--- config.mk ---
export PLATFORM = sky130hd
export DESIGN_NAME = icache_direct_mapped
export DESIGN_NICKNAME = d
export VERILOG_FILES = /design/src/rtl/icache_direct_mapped.sv
export SDC_FILE = /design/constraint.sdc
export NUM_CORES = 1
export LEC_CHECK = 0
export CAP_MARGIN = 25
export CORE_UTILIZATION = 48
export CTS_CLUSTER_DIAMETER = 50
export CTS_CLUSTER_SIZE = 14
export DETAILED_ROUTE_END_ITERATION = 10
export PLACE_DENSITY = 0.74
export SETUP_SLACK_MARGIN = 0.02
export SYNTH_ARGS = -nofsm -noshare
export SYNTH_HDL_FRONTEND = slang
export SYNTH_SLANG_ARGS = --single-unit
--- constraint.sdc ---
create_clock -name clk_in -period 6.2 [get_ports clk_in]
set_input_delay 1.24 -clock clk_in [delete_from_list [all_inputs] [get_ports clk_in]]
set_output_delay 1.24 -clock clk_in [all_outputs]
set_load 0.02 [all_outputs]
--- src/rtl/icache_direct_mapped.sv ---
// Direct-mapped instruction cache, NUM_LINES one-word lines, miss FSM with abort/invalidate; ICACHE_STATS_EN adds hit/miss counters.
// Hit latency 1 cycle; one miss outstanding, busy holds off new lookups, rdy_in low freezes everything.
module icache_direct_mapped #(
  parameter int INDEX_W = 4
) (
  input  logic        clk_in,
  input  logic        rst_in,
  input  logic        rdy_in,
  input  logic        flush_pipline,
  input  logic        invalidate_all,
  input  logic        is_reading,
  input  logic [31:0] read_addr,
`ifdef ICACHE_STATS_EN
  output logic [31:0] hit_count,
  output logic [31:0] miss_count,
`endif
  output logic [31:0] read_data,
  output logic        is_ready,
  output logic        busy,
  output logic        request_ins_from_memory_adaptor,
  output logic [31:0] insaddr_to_be_fetched_from_memory_adaptor,
  input  logic        insfetch_task_accepted,
  input  logic [31:0] ins_fetched_from_memory_adaptor,
  input  logic        ins_fetch_done
);

  localparam int TAG_W     = 30 - INDEX_W;
  localparam int NUM_LINES = 1 << INDEX_W;

  typedef enum logic [1:0] {S_IDLE, S_REQ, S_WAIT} state_e;

  state_e                 state_q, state_d;
  logic [NUM_LINES-1:0]   valid_q, valid_d;
  logic                   req_q, req_d;
  logic [31:0]            req_addr_q, req_addr_d;
  logic                   busy_q, busy_d;
  logic                   abort_q, abort_d;
  logic                   ready_q, ready_d;
  logic [31:0]            rdata_q, rdata_d;

  logic [TAG_W-1:0]       tag_mem  [NUM_LINES];
  logic [31:0]            data_mem [NUM_LINES];

  logic [INDEX_W-1:0]     rd_idx;
  logic [TAG_W-1:0]       rd_tag;
  logic [INDEX_W-1:0]     fill_idx;
  logic [TAG_W-1:0]       fill_tag;
  logic                   lookup_vld;
  logic                   lookup_hit;
  logic                   fill_en;
  logic                   unused_addr_bits;

  assign rd_idx           = read_addr[INDEX_W+1:2];
  assign rd_tag           = read_addr[31:INDEX_W+2];
  assign fill_idx         = req_addr_q[INDEX_W+1:2];
  assign fill_tag         = req_addr_q[31:INDEX_W+2];
  assign unused_addr_bits = ^read_addr[1:0];

  assign lookup_vld = rdy_in && (state_q == S_IDLE) && is_reading;
  // A lookup racing a fence.i must not return a line that is being invalidated.
  assign lookup_hit = valid_q[rd_idx] && (tag_mem[rd_idx] == rd_tag) && !invalidate_all;
  assign fill_en    = rdy_in && (state_q == S_WAIT) && ins_fetch_done;

  always_comb begin
    state_d    = state_q;
    valid_d    = valid_q;
    req_d      = req_q;
    req_addr_d = req_addr_q;
    busy_d     = busy_q;
    abort_d    = abort_q;
    ready_d    = ready_q;
    rdata_d    = rdata_q;
    if (rdy_in) begin
      ready_d = 1'b0;
      // Clear takes priority over a refill landing in the same cycle.
      if (invalidate_all) begin
        valid_d = '0;
      end else if (fill_en) begin
        valid_d[fill_idx] = 1'b1;
      end
      case (state_q)
        S_IDLE: begin
          if (is_reading) begin
            if (lookup_hit) begin
              ready_d = !flush_pipline;
              rdata_d = data_mem[rd_idx];
            end else if (!flush_pipline) begin
              state_d    = S_REQ;
              req_d      = 1'b1;
              req_addr_d = {read_addr[31:2], 2'b00};
              busy_d     = 1'b1;
              abort_d    = 1'b0;
            end
          end
        end
        S_REQ: begin
          if (flush_pipline) begin
            state_d = S_IDLE;
            req_d   = 1'b0;
            busy_d  = 1'b0;
          end else if (insfetch_task_accepted) begin
            state_d = S_WAIT;
            req_d   = 1'b0;
          end
        end
        S_WAIT: begin
          if (flush_pipline) begin
            abort_d = 1'b1;
          end
          if (ins_fetch_done) begin
            ready_d = !(abort_q || flush_pipline);
            rdata_d = ins_fetched_from_memory_adaptor;
            state_d = S_IDLE;
            busy_d  = 1'b0;
            abort_d = 1'b0;
          end
        end
        default: begin
          state_d = S_IDLE;
        end
      endcase
    end
  end

  always_ff @(posedge clk_in) begin
    if (rst_in) begin
      state_q    <= S_IDLE;
      valid_q    <= '0;
      req_q      <= 1'b0;
      req_addr_q <= '0;
      busy_q     <= 1'b0;
      abort_q    <= 1'b0;
      ready_q    <= 1'b0;
      rdata_q    <= '0;
    end else begin
      state_q    <= state_d;
      valid_q    <= valid_d;
      req_q      <= req_d;
      req_addr_q <= req_addr_d;
      busy_q     <= busy_d;
      abort_q    <= abort_d;
      ready_q    <= ready_d;
      rdata_q    <= rdata_d;
    end
  end

  // Line storage needs no reset: valid_q guards every read.
  always_ff @(posedge clk_in) begin
    if (fill_en) begin
      tag_mem[fill_idx]  <= fill_tag;
      data_mem[fill_idx] <= ins_fetched_from_memory_adaptor;
    end
  end

`ifdef ICACHE_STATS_EN
  logic [31:0] hit_count_q, hit_count_d;
  logic [31:0] miss_count_q, miss_count_d;

  always_comb begin
    hit_count_d  = hit_count_q;
    miss_count_d = miss_count_q;
    if (lookup_vld) begin
      if (lookup_hit) begin
        hit_count_d = hit_count_q + 32'd1;
      end else begin
        miss_count_d = miss_count_q + 32'd1;
      end
    end
  end

  always_ff @(posedge clk_in) begin
    if (rst_in) begin
      hit_count_q  <= '0;
      miss_count_q <= '0;
    end else begin
      hit_count_q  <= hit_count_d;
      miss_count_q <= miss_count_d;
    end
  end

  assign hit_count  = hit_count_q;
  assign miss_count = miss_count_q;
`endif

  // The flush also kills a hit pulse that is being presented this cycle.
  assign is_ready                                  = ready_q && !flush_pipline;
  assign read_data                                 = rdata_q;
  assign busy                                      = busy_q;
  assign request_ins_from_memory_adaptor           = req_q;
  assign insaddr_to_be_fetched_from_memory_adaptor = req_addr_q;

endmodule
Word-level counts from Yosys, hierarchy flattened
Memory sizes are Yosys's and may differ from the RTL's.
Cells that the tools add are included.
- bits in read-only memories: 0
- bits in registers: 84
- RAM bits: 928
- latch bits: 0
- memories: 2
- memory list (memory ; words ; width ; read ports ; clocked after Yosys merged registers in ; wr ports ; RTL line ; source):
    data_mem ; 16 ; 32 ; 1 ; 0 ; 1 ; 42 ; logic [31:0] data_mem [NUM_LINES];
    tag_mem ; 16 ; 26 ; 1 ; 0 ; 1 ; 41 ; logic [TAG_W-1:0] tag_mem [NUM_LINES];
- divide/modulo/power cells: 0
- reduce and logical (&&, ||, !) cells: 22
- multiplexer cells: 38
- equality and inequality tests: 11
- shifts and indexed selects: 0
- bitwise logic cells: 3
- magnitude comparators: 3
- multipliers: 0
- add/subtract/negate cells: 0
- operator list (kind ; number):
    $mux 32 ; 3
    $pmux 32 s2 ; 1
    $mux 16 ; 2
    $eq 26x26->1 ; 1
    $mux 1 ; 19
    $reduce_and 6->1 ; 3
    $or 16x16->16 ; 1
    $mux 2 ; 6
    $ne 2x2->1 const B ; 6
    $lt 4x5->1 const B ; 2
    $reduce_and 5->1 ; 2
    $reduce_and 7->1 ; 1
    $logic_and 1x1->1 ; 6
    $ne 3x3->1 const B ; 2
    $pmux 1 s2 ; 3
    $pmux 2 s3 ; 1
    $reduce_bool 2->1 ; 3
    $bmux 1 s4 ; 1
    $demux 1 s4 ; 1
    $ge 4x1->1 const B ; 1
    $logic_not 1->1 ; 3
    $pmux 1 s3 ; 1
    $reduce_bool 3->1 ; 1
    $eq 2x1->1 const B ; 1
    5 further kinds ; 6

Longest topological paths before layout
- word-level depth: 7
- depth in mapped cells: 14
- mapped depth without buffers: 9

Worst setup path before layout
Ideal clock, no wire load.
- path type: input-to-reg
- start point: in rdy_in
- end point: mem data_mem[3][0], enable pin
- path buffers: 1
- cell stages on the path: 4
- data required time: 5.655 ns
- setup slack: 0.019 ns
- arrival time: 5.636 ns
- path through: buf_6 > and3_1 > nand3_1 > nor3_1
- cells in the longest elaborated chain, start to end: 4
- ends and longest elaborated chain (what ; RTL line ; source):
    from (decl) ; 8 ; input logic rdy_in,
    $logic_and 1x1->1 (2 in a row) ; 62 ; assign fill_en = rdy_in && (state_q == S_WAIT) && ins_fetch_done;
    $mux 1 ; 149 ; if (fill_en) begin
    $mux 1 (not written as such) ; 151 ; data_mem[fill_idx] <= ins_fetched_from_memory_adaptor;
    to (decl) ; 42 ;
Every way passes these cells.

Worst setup path in the final report
- start point: in read_addr[4]
- end point: reg rdata_q[17] (netlist: read_data[17])
- cells in the longest elaborated chain, start to end: 6
- ends and longest elaborated chain (what ; RTL line ; source):
    from (decl) ; 12 ; input logic [31:0] read_addr,
    $mem_v2 16x26 / $bmux 1 s4 (equally long branches) ; n/a ;
    $eq 26x26->1 / $mux 1 (equally long branches) ; 61 ; assign lookup_hit = valid_q[rd_idx] && (tag_mem[rd_idx] == rd_tag) && !invalidate_all;
    $logic_and 1x1->1 (2 in a row) ; 61 ;
    $ne 2x2->1 (no line) ; n/a ;
    $reduce_and 5->1 (no line) ; n/a ;
    to (signal assigned) ; 143 ; rdata_q <= rdata_d;
    to (decl) ; 39 ; logic [31:0] rdata_q, rdata_d;
Parallel ways exist; a longest one is shown, timed or not. The select of a mux whose other input is x is not followed.
A chain may end at the register's enable or synchronous reset.

==> flow_summary.ini <==
[synth]
syn_area_mm2 = 0.0404
ys_async_sr_fraction = 0
synth_edf_count = 928
synth-adder-area-share = 0.00124
synth_warnings = 0
yosys.area_share.simple = 0.0386
syn_area_per_cell_um2 = 20.4
synth_xor_area_frac = 0.00520
synth.most_common_cell = edfxtp_1
yosys.area.top_type = edfxtp_1
synth_mux_area_frac = 0.172
synth_common_cells = edfxtp_1, mux4_2, mux2i_1
yosys-top-cells-area = edfxtp_1, mux4_2, dfxtp_1
synth_top_family_by_area = multiplexers
synthCells = 1977
synth_cell_types = 82
synth_compound_gate_area_share = 0.0310
ys_seq_area_frac = 0.731
ys_ff_latch = 1012
synth_ff_type = edfxtp_1
synth.top_cell.area_share = 0.690

[sta]
min_period_over_period = 0.787
final_hold_viol_count = 0
clock_skew_ps = 39.0
period_needed_ps = 4880
rsz0062_at_grt = no
setup_viol = 0
worst_slew_pin_slew_ps = 1020
tns_ps = 0
slew_violations = 0
timing.fmax_mhz = 205
slew_headroom = 0.318

[power]
p_sw_uw = 2840
pwr-share-comb = 0.048
power_leakage_uw = 0.0149
powerDensity_mw_per_mm2 = 296
peakVddDrop_mv = 0.225
p_clk_frac = 0.402
internal_power_uw = 10700
switching_share = 0.209
p_total_uw = 13600
seqPwrFrac = 0.550

[clock_network]
postCtsResizedCells = 0
clock_path_buffers = 3
path_clk_slew_ps = 60
postCtsSetupBuffers = 0
cts_root_buffer = clkbuf_16
clk_latency_ps = 650
cts_max_level = 3
cts_buffers = 91
tritoncts = built
clock-sinks = 1012
cts_hold_buf = 0

[worst_setup_path]
critPathLaunchType = input pin
rrSetupSlack_ps = 2200
crit_top_cell = buf_4
crit_path_end_kind = flop
cp_num_buf_inv = 3
max_stage_delay_ps = 610
r2r_end = read_data[17]
path_cells = buf_6, buf_4, mux2i_1, a221oi_1, a211o_1, o211ai_1, nor4_2, and4bb_4, a41o_1, a21oi_4, buf_4, a221o_1
crit_required_ps = 6700
crit_type = in -> reg
reg2regPathDepth = 10
path_delay_family = compound AO/OA/AOI/OAI gates
r2r_start = tag_mem[14][8]
cp_data_arrival_time_ps = 5380
slowest_stage = a221oi_1
critPathMaxFanout = 61

[layout]
design_area_mm2 = 0.0459
drive_gt1_frac = 0.226
nNetsFinal = 2219
area_delta_synth_final_pct = 13.5
final_util = 0.550

[global_route]
grt_util_all_layers = 0.218
grt_max_degree = 85
gr-total-overflow = 0
grt_pass1_wl_um = 136000
antenna_found_initial = 2
grt_pass1_vias = 21000

[routing]
vias_per_cell = 6.14
postRouteAntennaNets = 0
vias = 20300
drt-pass1-iter-count = 7
wl_per_cell_um = 28.0
drt-initial-drc-count = 2172
drc_errors = 0
totalWireLength_um = 92500

[outcome]
status = completed

[floorplan]
die_area_mm2 = 0.0854
core_area_mm2 = 0.0834
die_y_um = 292
start_util = 0.484
pin_count = 139
dieWidth_um = 292
rows = 106

[min_path]
whs_path_depth = 2
min_to = busy
hp-start = busy
hold_path.class = reg -> reg

[placed_design]
portBuffers = 134
gp_congestion = 0.770
placed_area_mm2 = 0.0430
hpwl_um = 50700

[run]
maxCapViolCount = 0
==> cells in the final DEF (no fill, tap or decap), types with 6 or more instances in the layout <==
cell	n
nand2b_1	88
buf_12	6
inv_6	6
clkinv_2	6
xor2_1	12
a221o_1	31
o22ai_1	11
clkbuf_16	94
a22o_1	6
a22oi_1	12
mux4_1	15
nor2_1	36
nand2_1	13
xnor2_1	12
mux2_2	35
mux4_2	229
nand3_1	37
or2b_2	14
a221oi_1	9
clkbuf_1	43
and2_1	8
clkdlybuf4s50_1	129
nor2b_1	8
buf_4	50
mux2i_1	101
inv_1	6
a21oi_1	48
edfxtp_1	928
dfxtp_1	84
nor2_4	12
nor3_1	12
==> per-stage QoR <==
step | hold slack, ps | setup WS, ps | instances
detailed placement | 452 | 716 | 3129
floorplan | 431 | 57.6 | 1978
CTS | 465 | 1400 | 3300
finish | 466 | 1320 | 3302
global placement | 445 | 873 | 3129
global route | 488 | 1210 | 3301
==> final cells by class <==
class / count / area [um^2]
well taps: 1080 / 1350
diodes: 1 / 2.50
multi-input cells: 839 / 10200
flip-flops and latches: 1012 / 29500
clock inverters: 30 / 308
clock buffers: 141 / 2570
fillers: 6083 / 37600
repair buffers: 191 / 1860
inverters: 8 / 30.0
==> worst reg2reg max path, cell delays in order, from the launching register on <==
cell	delay (ps)
edfxtp_1	380
mux4_2	490
and4_1	220
a2111oi_0	500
nand3_1	270
nand4_1	150
and4bb_4	280
a41o_1	270
a21oi_4	770
buf_4	380
a221o_1	190
==> sequential cells by signal, summed over array words and instances, names as in the netlist <==
register,cells
abort_q,1
busy,1
data_mem,512
insaddr_to_be_fetched_from_memory_adaptor,30
read_data,32
ready_q,1
request_ins_from_memory_adaptor,1
state_q,2
tag_mem,416
valid_q,16
==> how the worst max path moves through the flow <==
stage	from	end	slack, ps	cells after the start
6_report	read_addr[4]	read_data[17]	1320	12
4_1_cts	read_addr[4]	read_data[17]	1400	12
3_3_place_gp	read_addr[4]	read_data[25]	870	12
5_1_grt	read_addr[4]	read_data[17]	1210	12
2_1_floorplan	rdy_in	data_mem[2][0]	60	4
3_5_place_dp	read_addr[4]	read_data[20]	720	12
==> power groups by stage <==
stage	Clock [uW]	Sequential, uW	Combinational [uW]
floorplan	0	7610	421
global placement	0	7610	635
detailed placement	0	7610	651
CTS	5540	7460	655
global route	5790	7470	696
finish	5470	7470	653
==> routing by layer <==
metal	global-route usage	up-vias	wire, um
li1	-	8528	-
met3	0.0481	164	8140
met1	0.307	10600	37700
met2	0.349	993	44600
met4	0.0553	4	2070
met5	0	-	26
==> cells by family after synthesis <==
kind of cell	after synthesis
xor+xnor	24
buf+inv	127
flops	1012
mux	381
other cells	1
simple gates	263
fa+ha+maj	4
compound gates	165
(Power assumes the default switching activity.)
